<file path="config.mk">
export PLATFORM = sky130hd
export DESIGN_NAME = tank_sprite_fetch
export DESIGN_NICKNAME = d
export VERILOG_FILES = /design/src/rtl/tank_sprite_fetch.sv
export SDC_FILE = /design/constraint.sdc
export NUM_CORES = 1
export LEC_CHECK = 0
export CAP_MARGIN = 20
export CORE_ASPECT_RATIO = 1.75
export CORE_MARGIN = 10
export CORE_UTILIZATION = 45
export DETAILED_ROUTE_END_ITERATION = 8
export PLACE_DENSITY = 0.8
export SYNTH_ARGS = -nofsm -noshare
export SYNTH_HDL_FRONTEND = slang
export SYNTH_SLANG_ARGS = --single-unit
</file>
<file path="constraint.sdc">
create_clock -name clk_i -period 2.61 [get_ports clk_i]
set_clock_uncertainty 0.1 [all_clocks]
set_input_delay 0.522 -clock clk_i [delete_from_list [all_inputs] [get_ports clk_i]]
set_output_delay 0.522 -clock clk_i [all_outputs]
set_load 0.03 [all_outputs]
</file>
<file path="src/rtl/tank_sprite_fetch.sv">
// Tank sprite pixel fetch: vsync-latched hit test, sprite ROM addressing and tread animation.
// Optional horizontal mirroring is enabled by defining TANK_SPRITE_MIRROR_EN.
module tank_sprite_fetch #(
  parameter int unsigned SPR_W           = 32,
  parameter int unsigned SPR_H           = 32,
  parameter int unsigned NUM_FRAMES      = 4,
  parameter int unsigned FRAME_DIV       = 8,
  parameter int unsigned TRANSPARENT_IDX = 0,
  localparam int unsigned ADDR_W         = $clog2(NUM_FRAMES * SPR_W * SPR_H),
  localparam int unsigned FRM_W          = (NUM_FRAMES > 1) ? $clog2(NUM_FRAMES) : 1
) (
  input  logic              clk_i,
  input  logic              rst_i,
  input  logic              vsync_pulse_i,
  input  logic              moving_i,
  input  logic              mirror_x_i,
  input  logic [9:0]        pos_x_i,
  input  logic [9:0]        pos_y_i,
  input  logic [9:0]        draw_x_i,
  input  logic [9:0]        draw_y_i,
  input  logic              pix_valid_i,
  output logic [ADDR_W-1:0] rom_addr_o,
  input  logic [3:0]        rom_data_i,
  output logic [3:0]        pal_index_o,
  output logic              sprite_on_o,
  output logic              out_valid_o,
  output logic [FRM_W-1:0]  frame_o
);

  localparam int unsigned DX_W  = $clog2(SPR_W);
  localparam int unsigned DIV_W = (FRAME_DIV > 1) ? $clog2(FRAME_DIV) : 1;

  typedef enum logic {S_IDLE, S_ANIM} state_e;

  state_e             state_q, state_d;
  logic [FRM_W-1:0]   frame_q, frame_d;
  logic [DIV_W-1:0]   div_q, div_d;
  logic [9:0]         sx_q, sy_q;
  logic [9:0]         sx_c, sy_c;
  logic               hit_c;
  logic [DX_W-1:0]    dx_c, dx_addr_c;
  logic [9:0]         dy_c;
  logic [10:0]        x11_c, y11_c, sx11_c, sy11_c;
  logic [ADDR_W-1:0]  rom_addr_q, rom_addr_d;
  logic               valid1_q, hit1_q, valid2_q, hit2_q;
  logic [3:0]         pal_q, pal_d;
  logic               on_q, on_d, out_valid_q;

  // Animation FSM: only advances on a vsync strobe
  always_comb begin
    state_d = state_q;
    frame_d = frame_q;
    div_d   = div_q;
    if (vsync_pulse_i) begin
      case (state_q)
        S_IDLE: begin
          frame_d = '0;
          div_d   = '0;
          if (moving_i) state_d = S_ANIM;
        end
        S_ANIM: begin
          if (!moving_i) begin
            state_d = S_IDLE;
            frame_d = '0;
            div_d   = '0;
          end else if (div_q == DIV_W'(FRAME_DIV - 1)) begin
            div_d   = '0;
            frame_d = (frame_q == FRM_W'(NUM_FRAMES - 1)) ? '0 : frame_q + FRM_W'(1);
          end else begin
            div_d = div_q + DIV_W'(1);
          end
        end
        default: state_d = S_IDLE;
      endcase
    end
  end

  // A pixel coincident with vsync already sees the newly latched position
  assign sx_c = vsync_pulse_i ? pos_x_i : sx_q;
  assign sy_c = vsync_pulse_i ? pos_y_i : sy_q;

`ifdef TANK_SPRITE_MIRROR_EN
  logic mir_q, mir_c;
  assign mir_c = vsync_pulse_i ? mirror_x_i : mir_q;

  always_ff @(posedge clk_i or posedge rst_i) begin
    if (rst_i)              mir_q <= 1'b0;
    else if (vsync_pulse_i) mir_q <= mirror_x_i;
  end
`else
  logic unused_mirror;
  assign unused_mirror = mirror_x_i;
`endif

  // Hit test in 11 bits so a box near the right/bottom edge does not wrap
  always_comb begin
    x11_c  = {1'b0, draw_x_i};
    y11_c  = {1'b0, draw_y_i};
    sx11_c = {1'b0, sx_c};
    sy11_c = {1'b0, sy_c};
    hit_c  = pix_valid_i
           & (x11_c >= sx11_c) & (x11_c < sx11_c + 11'(SPR_W))
           & (y11_c >= sy11_c) & (y11_c < sy11_c + 11'(SPR_H));
    dx_c   = DX_W'(draw_x_i - sx_c);
    dy_c   = draw_y_i - sy_c;
`ifdef TANK_SPRITE_MIRROR_EN
    dx_addr_c = mir_c ? (DX_W'(SPR_W - 1) - dx_c) : dx_c;
`else
    dx_addr_c = dx_c;
`endif
    rom_addr_d = '0;
    if (hit_c)
      rom_addr_d = ADDR_W'(frame_d) * ADDR_W'(SPR_W * SPR_H)
                 + ADDR_W'(dy_c) * ADDR_W'(SPR_W)
                 + ADDR_W'(dx_addr_c);
  end

  always_comb begin
    pal_d = hit2_q ? rom_data_i : 4'(TRANSPARENT_IDX);
    on_d  = valid2_q & hit2_q & (rom_data_i != 4'(TRANSPARENT_IDX));
  end

  always_ff @(posedge clk_i or posedge rst_i) begin
    if (rst_i) begin
      state_q     <= S_IDLE;
      frame_q     <= '0;
      div_q       <= '0;
      sx_q        <= '0;
      sy_q        <= '0;
      rom_addr_q  <= '0;
      valid1_q    <= 1'b0;
      hit1_q      <= 1'b0;
      valid2_q    <= 1'b0;
      hit2_q      <= 1'b0;
      pal_q       <= '0;
      on_q        <= 1'b0;
      out_valid_q <= 1'b0;
    end else begin
      state_q     <= state_d;
      frame_q     <= frame_d;
      div_q       <= div_d;
      if (vsync_pulse_i) begin
        sx_q <= pos_x_i;
        sy_q <= pos_y_i;
      end
      rom_addr_q  <= rom_addr_d;
      valid1_q    <= pix_valid_i;
      hit1_q      <= hit_c;
      valid2_q    <= valid1_q;
      hit2_q      <= hit1_q;
      pal_q       <= pal_d;
      on_q        <= on_d;
      out_valid_q <= valid2_q;
    end
  end

  assign rom_addr_o  = rom_addr_q;
  assign pal_index_o = pal_q;
  assign sprite_on_o = on_q;
  assign out_valid_o = out_valid_q;
  assign frame_o     = frame_q;

endmodule
</file>
Word level (Yosys, flattened, before mapping)
Cells that the tools add are included.
{"block": "totals", "regBits": 48, "output_inout_bits": 20, "elab_cells": 48}
{"block": "op_classes", "add_sub_neg": 8, "magnitude_cmp": 4, "n_eq_ne": 2, "n_mux": 13, "n_bitwise": 7, "n_reduce_logical": 1}
{"operator": "adder 10 x 6 -> 11 bit (second input constant)", "n": 2}
{"operator": "less-than comparator 10 x 11 -> 1 bit", "n": 2}
{"operator": ">= comparator 10 bit", "n": 2}
{"operator": "2-to-1 mux 10 bit", "n": 2}
{"operator": "adder 12 bit", "n": 1}
{"operator": "adder 12 x 5 -> 12 bit", "n": 1}
{"operator": "2-to-1 mux 12 bit", "n": 1}
{"operator": "2-to-1 mux 2 bit", "n": 4}
{"operator": "subtractor 7 bit", "n": 1}
{"operator": "AND 1 bit", "n": 6}
{"operator": "2-to-1 mux 3 bit", "n": 2}
{"operator": "one-hot mux 3 bit (2 select lines)", "n": 1}
{"operator": "subtractor 5 bit", "n": 1}
{"operator": "2-to-1 mux 4 bit", "n": 1}
{"operator": "one-hot mux 2 bit (2 select lines)", "n": 1}
{"operator": "nonzero test 4 bit", "n": 1}
{"operator": "adder 3 x 1 -> 3 bit (second input constant)", "n": 1}
{"operator": "equality test 3 bit (second input constant)", "n": 1}
{"operator": "adder 2 x 1 -> 2 bit (second input constant)", "n": 1}
{"operator": "equality test 2 bit (second input constant)", "n": 1}
{"operator": "2-to-1 mux 1 bit", "n": 1}
{"operator": "NOT 1 bit", "n": 1}

Longest topological paths before layout
Gate-level depths: netlist of the first run.
{"block": "logic_depth", "depth_word": 9, "mapped_depth": 14}

Worst setup path before layout of the first run
No wires, ideal clock.
{"block": "synth_timing", "path_kind": "input-to-reg", "from": "input port vsync_pulse_i", "to": "register hit1_q", "setup_ps": 128, "arrival_time_ps": 3052, "slack_ps": -670, "cell_stages": 14, "path_cell_list": "buf_6 -> clkbuf_4 -> buf_2 -> mux2i_1 -> inv_1 -> ha_1 -> nand3_1 -> xnor2_1 -> ha_1 -> nand3_1 -> a2111oi_0 -> o32a_4 -> buf_6 -> nor3_1"}
{"element": "start: declaration", "line_no": "14", "rtl": "input logic vsync_pulse_i,"}
{"element": "2-to-1 mux 10 bit *"}
{"element": "named net sy_c[5]", "line_no": "39", "rtl": "logic [9:0] sx_c, sy_c;"}
{"element": "adder 10 x 6 -> 11 bit or >= comparator 10 bit (tied branches)", "line_no": "103", "rtl": "& (y11_c >= sy11_c) & (y11_c < sy11_c + 11'(SPR_H));"}
{"element": "less-than comparator 10 x 11 -> 1 bit or AND 1 bit (tied branches)", "line_no": "103"}
{"element": "AND 1 bit *", "line_no": "103"}
{"element": "named net hit_c", "line_no": "40", "rtl": "logic hit_c;"}
{"element": "end signal: assignment", "line_no": "148", "rtl": "hit1_q <= hit_c;"}
{"element": "end: declaration", "line_no": "45", "rtl": "logic valid1_q, hit1_q, valid2_q, hit2_q;"}
The timed path passes the listed nets; every way through them passes the cells marked *.
A chain may end at the register's enable or synchronous reset.

Final worst setup path of the first run
{"block": "layout_timing", "from": "input port vsync_pulse_i", "to": "register rom_addr_q[11], in the netlist rom_addr_o[11]"}
{"block": "layout_via", "elab_chain_cells": 7}
{"element": "branches (longest 6 deep; another with adder 12 bit)"}
{"element": "2-to-1 mux 12 bit *", "line_no": "112", "rtl": "if (hit_c)"}
{"element": "named net rom_addr_d[11]", "line_no": "44", "rtl": "logic [ADDR_W-1:0] rom_addr_q, rom_addr_d;"}
{"element": "end signal: assignment", "line_no": "146", "rtl": "rom_addr_q <= rom_addr_d;"}
{"element": "end: declaration", "line_no": "44"}
Mark *: on every way through the listed nets, which the timed path passes.

==> metrics.yaml, run 1 <==
outcome: "complete, but fails checks"
violations: "setup timing"
final_util_pct: 76.8
rows: 38
insertion_delay_ns: 0.32
fp.dieW_um: 80.5
synth_seq_cells: 48
seq_power_share_pct: 32.3
rsz0062_at_grt: "yes"
tightest_slew_ns: 0.612
dieArea_um2: 10100
setup_viol: 9
synthTopCellsByCount: "dfrtp_1, ha_1, inv_1, mux2i_1, a21oi_1"
drcViolationCount: 0
place_hpwl_um: 5940
cts_root_buf: "clkbuf_8"
syn_area_um2: 2880
numCtsBuffers: 5
cts_sinks: 48
grt_overflow: 0
clk_pin_slew_ns: 0.10
die_y_um: 126
fin_ws_ns: -0.121
max_freq_mhz: 366
synth_top_area_cell: "dfrtp_1"
ant_nets: 0
gr-usage-all-layers_pct: 18.0
via_per_inst: 5.37
crit_required_ns: 2.73
wirelength_um: 9670
path_max_fanout: 7
tns_ns: -0.455
ys_top_cells_by_area: "dfrtp_1, ha_1, mux2i_1, nor4_2, inv_1"
cts_tree: "built"
p_per_area_nw_per_um2: 531
first_global_vias: 2885
routabilityCongestion: 0.883
hold_buffers: 0
globalRouteMet1Util_pct: 17.6
synthArstFlopShare_pct: 100
core_um2: 6230
start_util_pct: 46.2
syn_inst: 257
yosysTopAreaCellShare_pct: 41.7
setup.worst_path.class: "in -> reg"
power.switching_w: 0.000828
p_clk_share_pct: 26.1
dr.pass1.iters: 4
grt_busiest_layer: "met2"
fill_cells: 360
relSlewSlack_pct: 59.2
clk_path_buf_depth: 2
via_count: 2577
hold_class: "reg -> reg"
final_layout_size_suffix_gt1_share_pct: 38.5
ir_worst_vdd_mv: 0.353
wl_per_cell_um: 20.1
globalRouteMet3Util_pct: 3.42
ys_seq_area_share_pct: 41.7
finalNetCount: 487
post-route-min-period_ns: 2.73
grt_pass1_wl_um: 14300
area_delta_synth_final_pct: 66.0
htree_levels: 2
diodes: 0
drtIter0Drc: 149
combPwrFrac_pct: 41.6
yosys_most_used_dff: "dfrtp_1"
synth_most_common_cell: "dfrtp_1"
drv_slew: 0
use_met2_pct: 33.3
multi_input_area_um2: 1910
ios: 70
period_share_pct: 105
io_buffer_count: 68
antenna_found_initial: 0
p_int_w: 0.00171
start_kind: "primary input"
seqCellArea_um2: 1200
syn_nets: 345
end_kind: "flop"
ys_types: 47
grt_max_degree: 49
leakage_nw: 2.26
hold_viol_final: 0
p_sw_share_pct: 32.6
synth.avg_cell_area_um2: 11.2
cap_violations: 0
synth_edf_count: 0
yosysWarnings: 0
cp.arrival_ns: 2.85
## path summary, 6_finish.rpt
kind / slack [ns] / from / cells past startpoint / to
max in group asynchronous: 1.42 / rst_i / 3 / frame_o[1]
hold / removal: 0.26 / valid1_q / 0 / valid2_q
setup / recovery: -0.12 / vsync_pulse_i / 12 / rom_addr_o[11]
setup reg to reg: 0 / sy_q[5] / 10 / rom_addr_o[10]
hold reg to reg: 0.26 / valid1_q / 0 / valid2_q
min in group asynchronous: 0.57 / rst_i / 3 / sx_q[3]
## power groups by stage
stage | Clock (W) | Combinational [W] | Sequential [W]
after floorplan | 0 | 0.000433 | 0.000847
after global placement | 0 | 0.000753 | 0.000825
after detailed placement | 0 | 0.000779 | 0.000826
after CTS | 0.000664 | 0.000953 | 0.000816
after global routing | 0.000697 | 0.00113 | 0.000824
final | 0.000662 | 0.00106 | 0.000820
## cell families (layout without fill, tap and decap cells)
family                     Yosys count  in the layout  share of synthesized area (%)
muxes                               21             21                           7.65
AOI/OAI and AO/OA                   47             48                           11.1
xor gates and xnor gates            14             14                           4.73
adders and majority gates           38             38                           17.0
buffers and inverters               37            179                           5.69
and+or+nand+nor                     52             52                           12.1
DFF                                 48             48                           41.7
## cell type report
class	instances	area share (%)
clock inverters	3	1.44
inverters	31	2.43
repair buffers	140	27.6
well taps	80	2.09
multi-input cells	173	39.9
flip-flops and latches	48	25.1
clock buffers	5	1.44
## flip-flops by register name, summed over array words and instances, names as in the netlist
register	cells
pal_index_o	4
out_valid_o	1
valid1_q	1
sy_q	10
sprite_on_o	1
rom_addr_o	12
valid2_q	1
sx_q	10
frame_o	2
hit1_q	1
div_q	3
hit2_q	1
state_q	1
## timing repair
action | CTS | global route
buffers inserted | 11 | 10
endpoints found under the setup margin | 13 | 13
endpoints found under the hold margin | 0 | 0
gates resized for setup | 63 | 36
gates cloned | 4 | 0
pin swaps | 23 | 15
## worst max-delay path, stage by stage
cell and delay (ns):
buf_12 0.10, buf_12 0.14, mux2i_4 0.26, ha_4 0.24, a21o_1 0.17, a21oi_2 0.23, nand2_2 0.11, xnor2_2 0.21
ha_2 0.21, xor2_1 0.15, xnor3_1 0.24, nor4_2 0.26
## cell usage in the layout, fill, tap and decap left out, types with 4 or more instances in the layout
cell              n
mux2i_1           7
clkbuf_8          5
mux2i_4           6
nor4_2            5
inv_1            21
o21ai_0           5
a21oi_1           7
dfrtp_1          48
ha_1             29
ha_4              4
dlymetal6s2s_1    5
dlygate4sd2_1     7
nand2_1           8
xnor2_1           6
nor2_1            7
clkdlybuf4s50_1  55
and2_1            4
buf_4            65
a21oi_2           6
inv_2            10
xor2_1            5
a21o_1            5
nor4_4            4
## stage by stage
stage	power [W]	cell area [µm²]	setup slack (ns)	hold slack, ns	std cells
finish	0.00254	4780	-0.121	0.259	480
CTS	0.00243	4590	-0.0182	0.258	472
global placement	0.00158	4060	-0.725	0.233	450
detailed placement	0.00161	4060	-0.822	0.235	450
global route	0.00265	4780	-0.211	0.264	480
floorplan	0.00128	2960	-0.258	0.231	257
## routing by layer
layer	wire, µm	vias to the layer above
met5	0	-
met4	299	0
met3	462	18
met2	5450	77
met1	3450	1281
li1	-	1201
Power figures use the tool's default switching activity.
==> run 2: changes to the inputs <==
--- a/config.mk
+++ b/config.mk
@@ -5,12 +5,13 @@
 export SDC_FILE = /design/constraint.sdc
 export NUM_CORES = 1
 export LEC_CHECK = 0
+export ABC_AREA = 1
 export CAP_MARGIN = 20
 export CORE_ASPECT_RATIO = 1.75
 export CORE_MARGIN = 10
 export CORE_UTILIZATION = 45
 export DETAILED_ROUTE_END_ITERATION = 8
-export PLACE_DENSITY = 0.8
+export PLACE_DENSITY = 0.79
 export SYNTH_ARGS = -nofsm -noshare
 export SYNTH_HDL_FRONTEND = slang
 export SYNTH_SLANG_ARGS = --single-unit
==> run 2 against run 1 <==
The flow still finishes with violations (setup timing). Clock power increased by 16%. Synthesized cell count up 30%. Power is 4.7% lower. Cell area rose by 1.0%. Highest routed layer unchanged. Combinational power fell by 20%. Routed wire length decreased by 4.6%.
==> metrics.yaml, run 2 <==
fp.dieW_um: 81.6  # was 80.5 µm
hold_class: "reg -> reg"  # unchanged
end_kind: "flop"  # unchanged
grt_max_degree: 49  # unchanged
synth.avg_cell_area_um2: 8.97  # was 11.2 µm²
diodes: 0  # unchanged
start_util_pct: 46.0  # was 46.2%
area_delta_synth_final_pct: 61.7  # was 66.0%
clk_pin_slew_ns: 0.07  # was 0.10 ns
tightest_slew_ns: 0.351  # was 0.612 ns
grt_pass1_wl_um: 13700  # was 14300 µm
drv_slew: 0  # unchanged
synthTopCellsByCount: "nand2_1, inv_1, dfrtp_1, ha_1, nor2_1"  # was dfrtp_1, ha_1, inv_1, mux2i_1, a21oi_1
via_count: 2786  # was 2577
ant_nets: 0  # unchanged
clk_path_buf_depth: 2  # unchanged
synth_top_area_cell: "dfrtp_1"  # unchanged
ios: 70  # unchanged
post-route-min-period_ns: 2.64  # was 2.73 ns
wirelength_um: 9220  # was 9670 µm
yosysWarnings: 0  # unchanged
min_delay_path_depth: 0  # unchanged
cap_violations: 0  # unchanged
syn_area_um2: 2990  # was 2880 µm²
tns_ns: -0.0385  # was -0.455 ns
antenna_found_initial: 0  # unchanged
via_per_inst: 5.00  # was 5.37
cts_sinks: 48  # unchanged
yosysTopAreaCellShare_pct: 40.2  # was 41.7%
dr.pass1.iters: 4  # unchanged
yosys_most_used_dff: "dfrtp_1"  # unchanged
drcViolationCount: 0  # unchanged
cp.arrival_ns: 2.73  # was 2.85 ns
largest_reg_flops: 12  # unchanged
violations: "setup timing"  # unchanged
hold_start: "hit1_q"  # was valid1_q
routabilityCongestion: 0.900  # was 0.883
rows: 39  # was 38
core_um2: 6490  # was 6230 µm²
syn_nets: 421  # was 345
gr-usage-all-layers_pct: 16.7  # was 18.0%
leakage_nw: 2.44  # was 2.26 nW
max_freq_mhz: 378  # was 366 MHz
drtIter0Drc: 99  # was 149
wl_per_cell_um: 16.6  # was 20.1 µm
cts_tree: "built"  # unchanged
ys_top_cells_by_area: "dfrtp_1, ha_1, nand2_1, inv_1, nor2_4"  # was dfrtp_1, ha_1, mux2i_1, nor4_2, inv_1
cts_root_buf: "clkbuf_16"  # was clkbuf_8
fill_cells: 416  # was 360
grt_overflow: 0  # unchanged
reg2reg_slack_ns: 0.18  # was 0 ns
synth_most_common_cell: "nand2_1"  # was dfrtp_1
ys_seq_area_share_pct: 40.2  # was 41.7%
period_share_pct: 101  # was 105%
outcome: "complete, but fails checks"  # unchanged
numCtsBuffers: 5  # unchanged
ff2ff_path_depth: 18  # was 10
hold_viol_final: 0  # unchanged
setup_viol: 2  # was 9
insertion_delay_ns: 0.29  # was 0.32 ns
path_max_fanout: 8  # was 7
synth_seq_cells: 48  # unchanged
final_common_cell: "buf_4"  # unchanged
ir_worst_vdd_mv: 0.353  # about the same
rsz0062_at_grt: "yes"  # unchanged
syn_inst: 333  # was 257
die_y_um: 128  # was 126 µm
ys_types: 37  # was 47
relSlewSlack_pct: 76.4  # was 59.2%
r2r_end: "rom_addr_o[6]"  # was rom_addr_o[10]
crit_required_ns: 2.69  # was 2.73 ns
final_cell_mix: "buf_4, clkdlybuf4s50_1, nand2_1"  # was buf_4, clkdlybuf4s50_1, dfrtp_1
holdPathEnd: "hit2_q"  # was valid2_q
fin_ws_ns: -0.0340  # was -0.121 ns
final_layout_size_suffix_gt1_share_pct: 36.0  # was 38.5%
io_buffer_count: 68  # unchanged
dieArea_um2: 10400  # was 10100 µm²
synthArstFlopShare_pct: 100  # unchanged
first_global_vias: 3078  # was 2885
finalNetCount: 562  # was 487
place_hpwl_um: 6070  # was 5940 µm
setup.worst_path.class: "in -> reg"  # unchanged
p_per_area_nw_per_um2: 501  # was 531 nW/µm²
timing.rr.start: "sx_q[6]"  # was sy_q[5]
start_kind: "primary input"  # unchanged
power_w: 0.00242  # was 0.00254 W
synth_edf_count: 0  # unchanged
htree_levels: 2  # unchanged
==> run 2: cell count changes after synthesis, moves of 6 or more <==
cell and change:
inv_1 +25, o21ai_0 +6, nor2_4 +10, nand3_1 +10, nand2_1 +56, mux2i_1 -15, nor2_1 +8, or2_2 +11
nor4_2 -9
==> run 2: cells by family (layout without fill, tap and decap cells) <==
family | count (synthesis) | after routing | synth area share (%)
simple gates | 129 | 129 | 22.3
buf+inv | 61 | 203 | 8.42
flops | 48 | 48 | 40.2
compound gates | 41 | 41 | 7.96
fa+ha+maj | 38 | 38 | 16.4
xor+xnor | 16 | 16 | 4.69
==> run 2: per-stage QoR <==
| step | cell area, µm² | setup WS, ns | hold slack, ns | std cells | utilization (%) |
|---|---|---|---|---|---|
| final | 4830 | -0.0340 | 0.253 | 557 | 74.4 |
| after global routing | 4830 | -0.112 | 0.261 | 557 | 74.4 |
| after CTS | 4640 | 0.00134 | 0.253 | 548 | 71.6 |
| after detailed placement | 4170 | -0.894 | 0.239 | 529 | 64.3 |
| after global placement | 4170 | -0.843 | 0.235 | 529 | 64.3 |
| after floorplan | 3030 | -0.158 | 0.231 | 333 | - |
==> run 2: repair_timing <==
action / 4_1_cts / 5_1_grt
setup buffers: 11 / 9
pin swaps: 45 / 35
endpoints found under the setup margin: 13 / 13
hold buffers: 0 / 0
hold endpoints to repair: 0 / 0
gates resized for setup: 68 / 34
==> run 2: final cells by class <==
class	instances	area [µm²]	area share, %
Clock inverter	2	38.8	0.803
Timing Repair Buffer	139	1300	26.9
Multi-Input combinational cell	224	1830	37.9
Inverter	56	220	4.56
Sequential cell	48	1200	24.9
Clock buffer	6	139	2.87
Tap cell	82	103	2.12
==> run 2: per-layer routing <==
metal	global-route usage, %	vias up	wire length [µm]
met5	0	-	0
met4	6.04	0	341
li1	-	1330	-
met2	33.1	78	5330
met3	3.58	23	456
met1	15.6	1355	3090
==> run 2: worst max-delay path by stage <==
stage               depth (start not counted)        endpoint           from  slack (ns)
floorplan                                  15  rom_addr_o[11]  vsync_pulse_i       -0.16
global placement                           19   rom_addr_o[0]  vsync_pulse_i       -0.84
detailed placement                         19   rom_addr_o[0]  vsync_pulse_i       -0.89
CTS                                        13  rom_addr_o[11]     pos_y_i[1]       0.001
global route                               15  rom_addr_o[11]  vsync_pulse_i       -0.11
finish                                     15  rom_addr_o[11]  vsync_pulse_i       -0.03
==> run 2: power by group <==
part	internal [W]	switching [W]
logic	0.000421	0.000425
registers	0.000787	0.0000206
clock network	0.000480	0.000285
total	0.00169	0.000731
==> run 2: worst max-delay path: stages <==
cell and delay [ns]:
buf_8 0.10, inv_8 0.05, buf_4 0.13, or2_4 0.23, o21ai_4 0.09, ha_4 0.25, a21oi_2 0.15, nand2_2 0.08
a31oi_1 0.21, xor2_1 0.18, ha_2 0.21, xnor2_2 0.12, xor2_1 0.20, xor2_1 0.16, nor2_1 0.05
